<file path="src/rtl/mmu_pkg.sv">
// ---------------------------------------------------------------------------
// mmu_pkg
// Shared definitions for the memory-sharing logic between the CPU and the
// program loader / DMA port.
//   MEM_REGION    : value of cpu_addr[15:13] that selects the on-chip memory
//   DEF_ADDR_W    : default memory word-address width (8K words)
//   DEF_DATA_W    : default data width
//   owner_t       : which master a pending read belongs to
// ---------------------------------------------------------------------------
package mmu_pkg;

  localparam logic [2:0] MEM_REGION = 3'b000;
  localparam int         DEF_ADDR_W = 13;
  localparam int         DEF_DATA_W = 32;

  typedef enum logic {
    OWN_CPU = 1'b0,
    OWN_LD  = 1'b1
  } owner_t;

endpackage

</file>
<file path="src/rtl/streak_counter.sv">
// ---------------------------------------------------------------------------
// streak_counter
// Saturating fairness counter. Counts consecutive CPU grants taken while the
// loader is waiting, so the arbiter can force a loader turn once the limit
// is reached.
// Ports:
//   clk, rst    : clock and asynchronous active-high reset
//   i_clear     : return the count to zero (has priority over i_inc)
//   i_inc       : count one more CPU grant; holds once the limit is reached
//   o_atLimit   : count equals MAX_COUNT
// ---------------------------------------------------------------------------
module streak_counter #(
  parameter int MAX_COUNT = 4
) (
  input  logic clk,
  input  logic rst,
  input  logic i_clear,
  input  logic i_inc,
  output logic o_atLimit
);

  localparam logic [3:0] LIMIT = 4'(MAX_COUNT);

  logic [3:0] r_count;

  always_ff @(posedge clk or posedge rst) begin
    if (rst) begin
      r_count <= 4'd0;
    end else if (i_clear) begin
      r_count <= 4'd0;
    end else if (i_inc && (r_count != LIMIT)) begin
      r_count <= r_count + 4'd1;
    end
  end

  assign o_atLimit = (r_count == LIMIT);

endmodule

</file>
<file path="src/rtl/mem_arbiter.sv">
// ---------------------------------------------------------------------------
// mem_arbiter
// Shares the single-port 8Kx32 program/data memory between the CPU and the
// program loader / DMA port. One access is granted per cycle; the losing CPU
// is stalled, read data (one-cycle latency macro) is routed back to whoever
// issued the read. A fairness counter bounds how long the CPU can starve a
// waiting loader, and ld_excl hands the memory to the loader outright.
// Ports:
//   clk, rst                         : clock, asynchronous active-high reset
//   cpu_req/addr/wdata/wren          : CPU access (addr[15:13]==0 is memory)
//   cpu_stall                        : CPU must hold its request (comb.)
//   cpu_rdata/cpu_rvalid             : CPU read return
//   ld_req/addr/wdata/wren, ld_excl  : loader access and exclusive mode
//   ld_gnt                           : loader access accepted (comb.)
//   ld_rdata/ld_rvalid               : loader read return
//   mem_addr/mem_wdata/mem_wren      : memory macro port
//   mem_q                            : memory read data, one cycle after addr
// ---------------------------------------------------------------------------
module mem_arbiter
  import mmu_pkg::*;
#(
  parameter int ADDR_W         = DEF_ADDR_W,
  parameter int DATA_W         = DEF_DATA_W,
  parameter int MAX_CPU_STREAK = 4
) (
  input  logic              clk,
  input  logic              rst,
  input  logic              cpu_req,
  input  logic [15:0]       cpu_addr,
  input  logic [DATA_W-1:0] cpu_wdata,
  input  logic              cpu_wren,
  output logic              cpu_stall,
  output logic [DATA_W-1:0] cpu_rdata,
  output logic              cpu_rvalid,
  input  logic              ld_req,
  input  logic [ADDR_W-1:0] ld_addr,
  input  logic [DATA_W-1:0] ld_wdata,
  input  logic              ld_wren,
  input  logic              ld_excl,
  output logic              ld_gnt,
  output logic [DATA_W-1:0] ld_rdata,
  output logic              ld_rvalid,
  output logic [ADDR_W-1:0] mem_addr,
  output logic [DATA_W-1:0] mem_wdata,
  output logic              mem_wren,
  input  logic [DATA_W-1:0] mem_q
);

  logic              w_cpuMem;
  logic              w_cpuWon;
  logic              w_ldWon;
  logic              w_grant;
  logic              w_atLimit;
  logic [ADDR_W-1:0] w_selAddr;
  logic [DATA_W-1:0] w_selWdata;
  logic              w_selWren;
  logic              w_rdGrant;

  logic [ADDR_W-1:0] r_memAddr;
  logic [DATA_W-1:0] r_memWdata;
  logic              r_rdPend;
  owner_t            r_owner;

  // Accesses outside the memory region are decoded elsewhere and never
  // compete for the memory.
  assign w_cpuMem = cpu_req && (cpu_addr[15:13] == MEM_REGION);

  // Priority: exclusive mode, then forced loader turn at the streak limit,
  // then the CPU, then the loader on an otherwise idle memory.
  always_comb begin
    w_cpuWon = 1'b0;
    w_ldWon  = 1'b0;
    if (ld_excl) begin
      w_ldWon = ld_req;
    end else if (ld_req && w_atLimit) begin
      w_ldWon = 1'b1;
    end else if (w_cpuMem) begin
      w_cpuWon = 1'b1;
    end else if (ld_req) begin
      w_ldWon = 1'b1;
    end
  end

  assign w_grant   = w_cpuWon || w_ldWon;
  assign cpu_stall = w_cpuMem && !w_cpuWon;
  assign ld_gnt    = w_ldWon;

  assign w_selAddr  = w_ldWon ? ld_addr  : cpu_addr[ADDR_W-1:0];
  assign w_selWdata = w_ldWon ? ld_wdata : cpu_wdata;
  assign w_selWren  = w_ldWon ? ld_wren  : cpu_wren;
  assign w_rdGrant  = w_grant && !w_selWren;

  // The streak only matters while the loader is actually waiting, so it is
  // dropped whenever the loader is quiet or gets its turn.
  streak_counter #(
    .MAX_COUNT (MAX_CPU_STREAK)
  ) u_streak (
    .clk       (clk),
    .rst       (rst),
    .i_clear   (w_ldWon || !ld_req),
    .i_inc     (w_cpuWon && ld_req),
    .o_atLimit (w_atLimit)
  );

  // Holding registers keep the memory address/data stable on idle cycles.
  always_ff @(posedge clk or posedge rst) begin
    if (rst) begin
      r_memAddr  <= '0;
      r_memWdata <= '0;
    end else if (w_grant) begin
      r_memAddr  <= w_selAddr;
      r_memWdata <= w_selWdata;
    end
  end

  assign mem_addr  = w_grant ? w_selAddr  : r_memAddr;
  assign mem_wdata = w_grant ? w_selWdata : r_memWdata;
  // Writes are blocked outright while reset is held.
  assign mem_wren  = w_grant && w_selWren && !rst;

  // Owner is tracked per granted read so back-to-back reads from different
  // masters return without bubbles or cross-routing.
  always_ff @(posedge clk or posedge rst) begin
    if (rst) begin
      r_rdPend <= 1'b0;
      r_owner  <= OWN_CPU;
    end else begin
      r_rdPend <= w_rdGrant;
      if (w_rdGrant) begin
        r_owner <= w_ldWon ? OWN_LD : OWN_CPU;
      end
    end
  end

  assign cpu_rvalid = r_rdPend && (r_owner == OWN_CPU);
  assign ld_rvalid  = r_rdPend && (r_owner == OWN_LD);
  assign cpu_rdata  = mem_q;
  assign ld_rdata   = mem_q;

endmodule
</file>
<file path="config.mk">
export PLATFORM = sky130hd
export DESIGN_NAME = mem_arbiter
export DESIGN_NICKNAME = d
export VERILOG_FILES = /design/src/rtl/mmu_pkg.sv /design/src/rtl/streak_counter.sv /design/src/rtl/mem_arbiter.sv
export SDC_FILE = /design/constraint.sdc
export NUM_CORES = 1
export LEC_CHECK = 0
export ABC_AREA = 1
export CAP_MARGIN = 20
export CORE_ASPECT_RATIO = 1.4
export CORE_UTILIZATION = 30
export DETAILED_ROUTE_END_ITERATION = 7
export PLACE_DENSITY = 0.74
export SLEW_MARGIN = 20
export SYNTH_ARGS = -nofsm -noshare
export SYNTH_HDL_FRONTEND = slang
export SYNTH_HIERARCHICAL = 1
export SYNTH_SLANG_ARGS = --single-unit
export TNS_END_PERCENT = 10
</file>
<file path="constraint.sdc">
create_clock -name clk -period 2.9 [get_ports clk]
set_clock_uncertainty 0.2 [all_clocks]
set_input_delay 0.435 -clock clk [delete_from_list [all_inputs] [get_ports clk]]
set_output_delay 0.435 -clock clk [all_outputs]
set_load 0.01 [all_outputs]
</file>
# Yosys cells after proc, flatten, opt, wreduce, memory -nomap -nowiden
# Cells that the tools add are included.
[word_totals]
regBits = 51
latch_bits = 0
mem_bits_rw = 0
wordCells = 42
memories = 0
mem_bits_ro = 0
[classes]
mux = 15
n_mul = 0
bitwise = 1
addsub = 1
n_lt_le_gt_ge = 0
n_shift = 0
eq_ne = 2
div_mod_pow = 0
reduce_logical = 18
[ops]
columns = ["operator", "n"]
rows = [
  ["two-way mux 32 bit", 2],
  ["two-way mux 13 bit", 2],
  ["logical AND 1 bit", 10],
  ["two-way mux 1 bit", 9],
  ["two-way mux 4 bit", 2],
  ["adder 4 x 1 -> 4 bit, second input constant", 1],
  ["equality test 4 x 3 -> 1 bit, second input constant", 1],
  ["logical NOT 1 bit", 4],
  ["!= test 4 x 3 -> 1 bit, second input constant", 1],
  ["logical NOT 3 bit", 1],
  ["logical OR 1 bit", 2],
  ["nonzero test 2 bit", 1],
  ["inverter 1 bit", 1],
]

# Depth between registers and ports, before layout
[logic_depth]
ltp_word = 9
depth_mapped = 12

# Modules after synthesis
# Netlist, hierarchy kept.
[by_module_without_submodules]
columns = ["module", "instances", "area_per_inst_um2", "cells_per_inst"]
rows = [
  ["mem_arbiter", 1, 2839.0, 336],
  ["streak_counter", 1, 256.5, 33],
]

# Least setup slack after synthesis
# Ideal clock, no wire load.
[synth_timing]
kind = "in2out"
from = "input rst"
to = "output mem_wren"
required_time_ns = 2.265
arrival_time_ns = 1.784
path_stages = 3
path_slack_ns = 0.481
n_path_buf = 0
path_cell_list = "inv_1 nand2_1 a21oi_1"
[synth_via]
elab_chain_len = 2
[synth_rtl]
columns = ["item", "line_no", "source"]
rows = [
  ["start: declaration", "mem_arbiter.sv:27", "input logic rst,"],
  ["logical NOT 1 bit (no source line)", "--", ""],
  ["logical AND 1 bit", "mem_arbiter.sv:119", "assign mem_wren = w_grant && w_selWren && !rst;"],
  ["end: declaration", "mem_arbiter.sv:45", "output logic mem_wren,"],
]
# No other way between the ends.

# Final worst setup path
[layout_timing]
from = "register u_streak.r_count[0]"
to = "output mem_addr[0]"
[layout_via]
elab_chain_len = 6
word_cells_on_any_way = 9
[layout_rtl]
columns = ["item", "line_no", "source"]
rows = [
  ["start: declaration", "streak_counter.sv:24", "logic [3:0] r_count;"],
  ["start signal: assignment", "streak_counter.sv:32", "r_count <= r_count + 4'd1;"],
  ["equality test 4 x 3 -> 1 bit (*)", "streak_counter.sv:36", "assign o_atLimit = (r_count == LIMIT);"],
  ["via w_atLimit", "mem_arbiter.sv:53", "logic w_atLimit;"],
  ["logical AND 1 bit (*)", "mem_arbiter.sv:75", "end else if (ld_req && w_atLimit) begin"],
  ["two-way mux 1 bit", "mem_arbiter.sv:75", ""],
  ["two-way mux 1 bit", "mem_arbiter.sv:73", "if (ld_excl) begin"],
  ["two-way mux 13 bit or logical OR 1 bit (tied branches)", "mem_arbiter.sv:88, mem_arbiter.sv:84", ""],
  ["two-way mux 13 bit (*)", "--", ""],
  ["end: declaration", "mem_arbiter.sv:43", "output logic [ADDR_W-1:0] mem_addr,"],
]
# Mark *: on every way through the listed nets, which the timed path passes. The rest lies on a longest branch.

==> flow_metrics.tcl <==
set metrics [dict create \
    timing.rr.start "u_streak/r_count[0]" \
    root_buffer "clkbuf_16" \
    drc_errors 0 \
    synthFlopType "dfrtp_1" \
    grt_max_degree 48 \
    ios 246 \
    grt_use_total 0.162 \
    clock_latency_ns 0.28 \
    ys_warn_count 6 \
    place_ws_ns -0.0833 \
    wl_per_cell_um 13.8 \
    grt.overflow.total 0 \
    rows 43 \
    worst-path-buf-inv 4 \
    worstSetupPathType "reg -> out" \
    grt_pass1_wl_um 13200 \
    die_y_um 122 \
    nets 628 \
    crit_chain "inv_2 -> ha_1 -> nand2_2 -> nor2_4 -> nor2_2 -> nand3_2 -> nand2_2 -> clkinv_4 -> buf_16 -> nand2_1 -> nand3_2 -> clkdlybuf4s15_2" \
    vdd_drop_max_v 0.000191 \
    clkTransAtPathRegs_ns 0.06 \
    fin_area_sq_um 4620 \
    end_kind "output port" \
    start_kind "flip-flop" \
    synth_top_area_cell "dfrtp_1" \
    slew_headroom 0.600 \
    required_ns 2.27 \
    vias_per_cell 4.38 \
    netlist-cell-type-count 24 \
    max_stage_delay_ns 0.38 \
    vias 2760 \
    cts_tree "done" \
    rrSetupSlack_ns 0.78 \
    synth.most_common_cell "nand2_1" \
    synth_edf_count 0 \
    drtIter0Drc 34 \
    setup_ws_ns 0.0845 \
    cp_max_fo 12 \
    syn-cell-area_sq_um 3100 \
    ff2ff_path_depth 12 \
    cts_max_level 2 \
    ys_ff_latch 51 \
    drt-pass1-iter-count 4 \
    total_power_w 0.00195 \
    hold_ws_ns 0.210 \
    maxCapViolCount 0 \
    arrival_ns 2.18 \
    drive_above_1_share 0.323 \
    diodes 0 \
    hp-class "in -> async" \
    gp_routability_congestion 0.753 \
    grt_pass1_vias 2881 \
    setup_violations 0 \
    core_sq_um 9950 \
    finalHoldViolCount 0 \
    synth_seq_area_share 0.412 \
    yosysTopAreaCellShare 0.412 \
    tightest_slew_ns 0.601 \
    hpwl_um 6400 \
    cts_buffers 5 \
    clock_path_buffers 2 \
    placed_area_sq_um 4480 \
    fmax_mhz 355 \
    slew_violations 0 \
    start_util 0.311 \
    synth_area_leaders "dfrtp_1 41%, buf_4 16%, nand2_1 15%" \
    fill_cells 983 \
    die_x_um 87.9 \
    crit_slowest_cell "dfrtp_1" \
    fin_crit_sh 0.971 \
    async_flop_share 1.00 \
    syn_nets 503 \
    grt_antenna_before_repair 0 \
    layout_min_cycle_time_ns 2.82 \
    antenna_left 0 \
    p_per_area_nw_per_um2 421 \
    crit_family "simple AND/OR/NAND/NOR gates" \
    synthTopCellsByCount "126 x nand2_1, 67 x buf_4, 51 x dfrtp_1" \
    area_delta_synth_final_pct 49.4 \
    cts_sinks 51 \
    routed_wl_um 8710 \
    dieArea_sq_um 10700 \
    port_buffers 149 \
    synth_cells 369 \
    syn_avg_cell_area_sq_um 8.39 \
    r2r_end "r_memWdata[13]" \
    status "finished clean" \
    cts_hold_buf 0 \
    p_leak_nw 2.26 \
]
## timing repair
item	CTS	global route
cloned	2	3
pin swaps	4	4
buffers inserted	4	2
gates resized for setup	102	62
endpoints found under the setup margin	47	45
## registers in the layout (all words and copies together) (netlist names)
name / flops
r_memAddr: 13
r_rdPend: 1
r_owner: 1
r_memWdata: 32
u_streak/r_count: 4
## cell type report
cell class | instances | area [sq um] | share of cell area
Timing Repair inverter | 1 | 8.76 | 0.00189
Inverter | 17 | 83.8 | 0.0181
Clock buffer | 8 | 156 | 0.0338
Sequential cell | 51 | 1280 | 0.276
Timing Repair Buffer | 193 | 1770 | 0.383
Multi-Input combinational cell | 225 | 1160 | 0.251
Tap cell | 135 | 169 | 0.0365
## per-stage QoR
stage	TNS (ns)	utilization	instances
after floorplan	0	-	369
after global placement	-1.37	0.450	611
after detailed placement	-2.29	0.450	611
after CTS	0	0.474	625
after global routing	-0.167	0.465	630
final	0	0.465	630
## kinds of logic after synthesis
group                    after synthesis  synth area share
AND/OR/NAND/NOR                      218             0.352
buffers and inverters                 93             0.219
flip-flops                            51             0.412
AO/OA/AOI/OAI                          5           0.00808
adder cells (fa/ha/maj)                2           0.00808
## worst max path at each step
| stage | from | end | slack, ns | cells past startpoint |
|---|---|---|---|---|
| floorplan | rst | mem_wren | 0.48 | 3 |
| global placement | cpu_req | mem_wdata[3] | -0.06 | 11 |
| detailed placement | cpu_req | mem_wdata[15] | -0.08 | 11 |
| CTS | u_streak/r_count[0] | mem_wdata[21] | 0.002 | 13 |
| global route | u_streak/r_count[0] | mem_addr[0] | -0.05 | 12 |
| finish | u_streak/r_count[0] | mem_addr[0] | 0.08 | 12 |
## report_power, final
part | switching (W) | internal, W
combinational | 0.000233 | 0.000300
clock | 0.000240 | 0.000367
sequential | 0.0000251 | 0.000780
## placed cells by master (no fill, tap or decap)
| master | netlist | layout |
|---|---|---|
| inv_6 | 0 | 1 |
| ha_1 | 2 | 2 |
| clkbuf_8 | 0 | 2 |
| a21oi_1 | 2 | 1 |
| clkinv_8 | 0 | 1 |
| o21ai_0 | 3 | 3 |
| clkinv_4 | 0 | 1 |
| nand2_2 | 25 | 27 |
| nor2_4 | 2 | 3 |
| nor3_1 | 1 | 1 |
| clkbuf_16 | 0 | 7 |
| dfrtp_1 | 51 | 51 |
| nor2_2 | 3 | 3 |
| nand4_1 | 3 | 3 |
| buf_12 | 3 | 5 |
| clkdlybuf4s15_2 | 0 | 2 |
| clkdlybuf4s50_1 | 0 | 102 |
| dlygate4sd2_1 | 0 | 2 |
| clkbuf_2 | 0 | 28 |
| nand2_1 | 126 | 124 |
| buf_4 | 67 | 34 |
| nand2_4 | 1 | 1 |
| nor2_1 | 3 | 2 |
| inv_1 | 14 | 11 |
| clkdlybuf4s15_1 | 0 | 1 |
| clkbuf_1 | 0 | 1 |
| nand3_1 | 32 | 31 |
| buf_16 | 0 | 3 |
| a21oi_2 | 0 | 1 |
| inv_2 | 1 | 3 |
| inv_4 | 1 | 1 |
| or2_2 | 2 | 2 |
| buf_2 | 4 | 14 |
| nand3_2 | 20 | 21 |
## layer usage
layer	up-vias	track usage	routed length, um
met5	-	0	0
met4	0	0.114	501
met3	50	0.0285	539
met2	90	0.297	4600
met1	1270	0.163	3070
li1	1350	-	-
No activity file was read; power rests on OpenSTA's default activity.
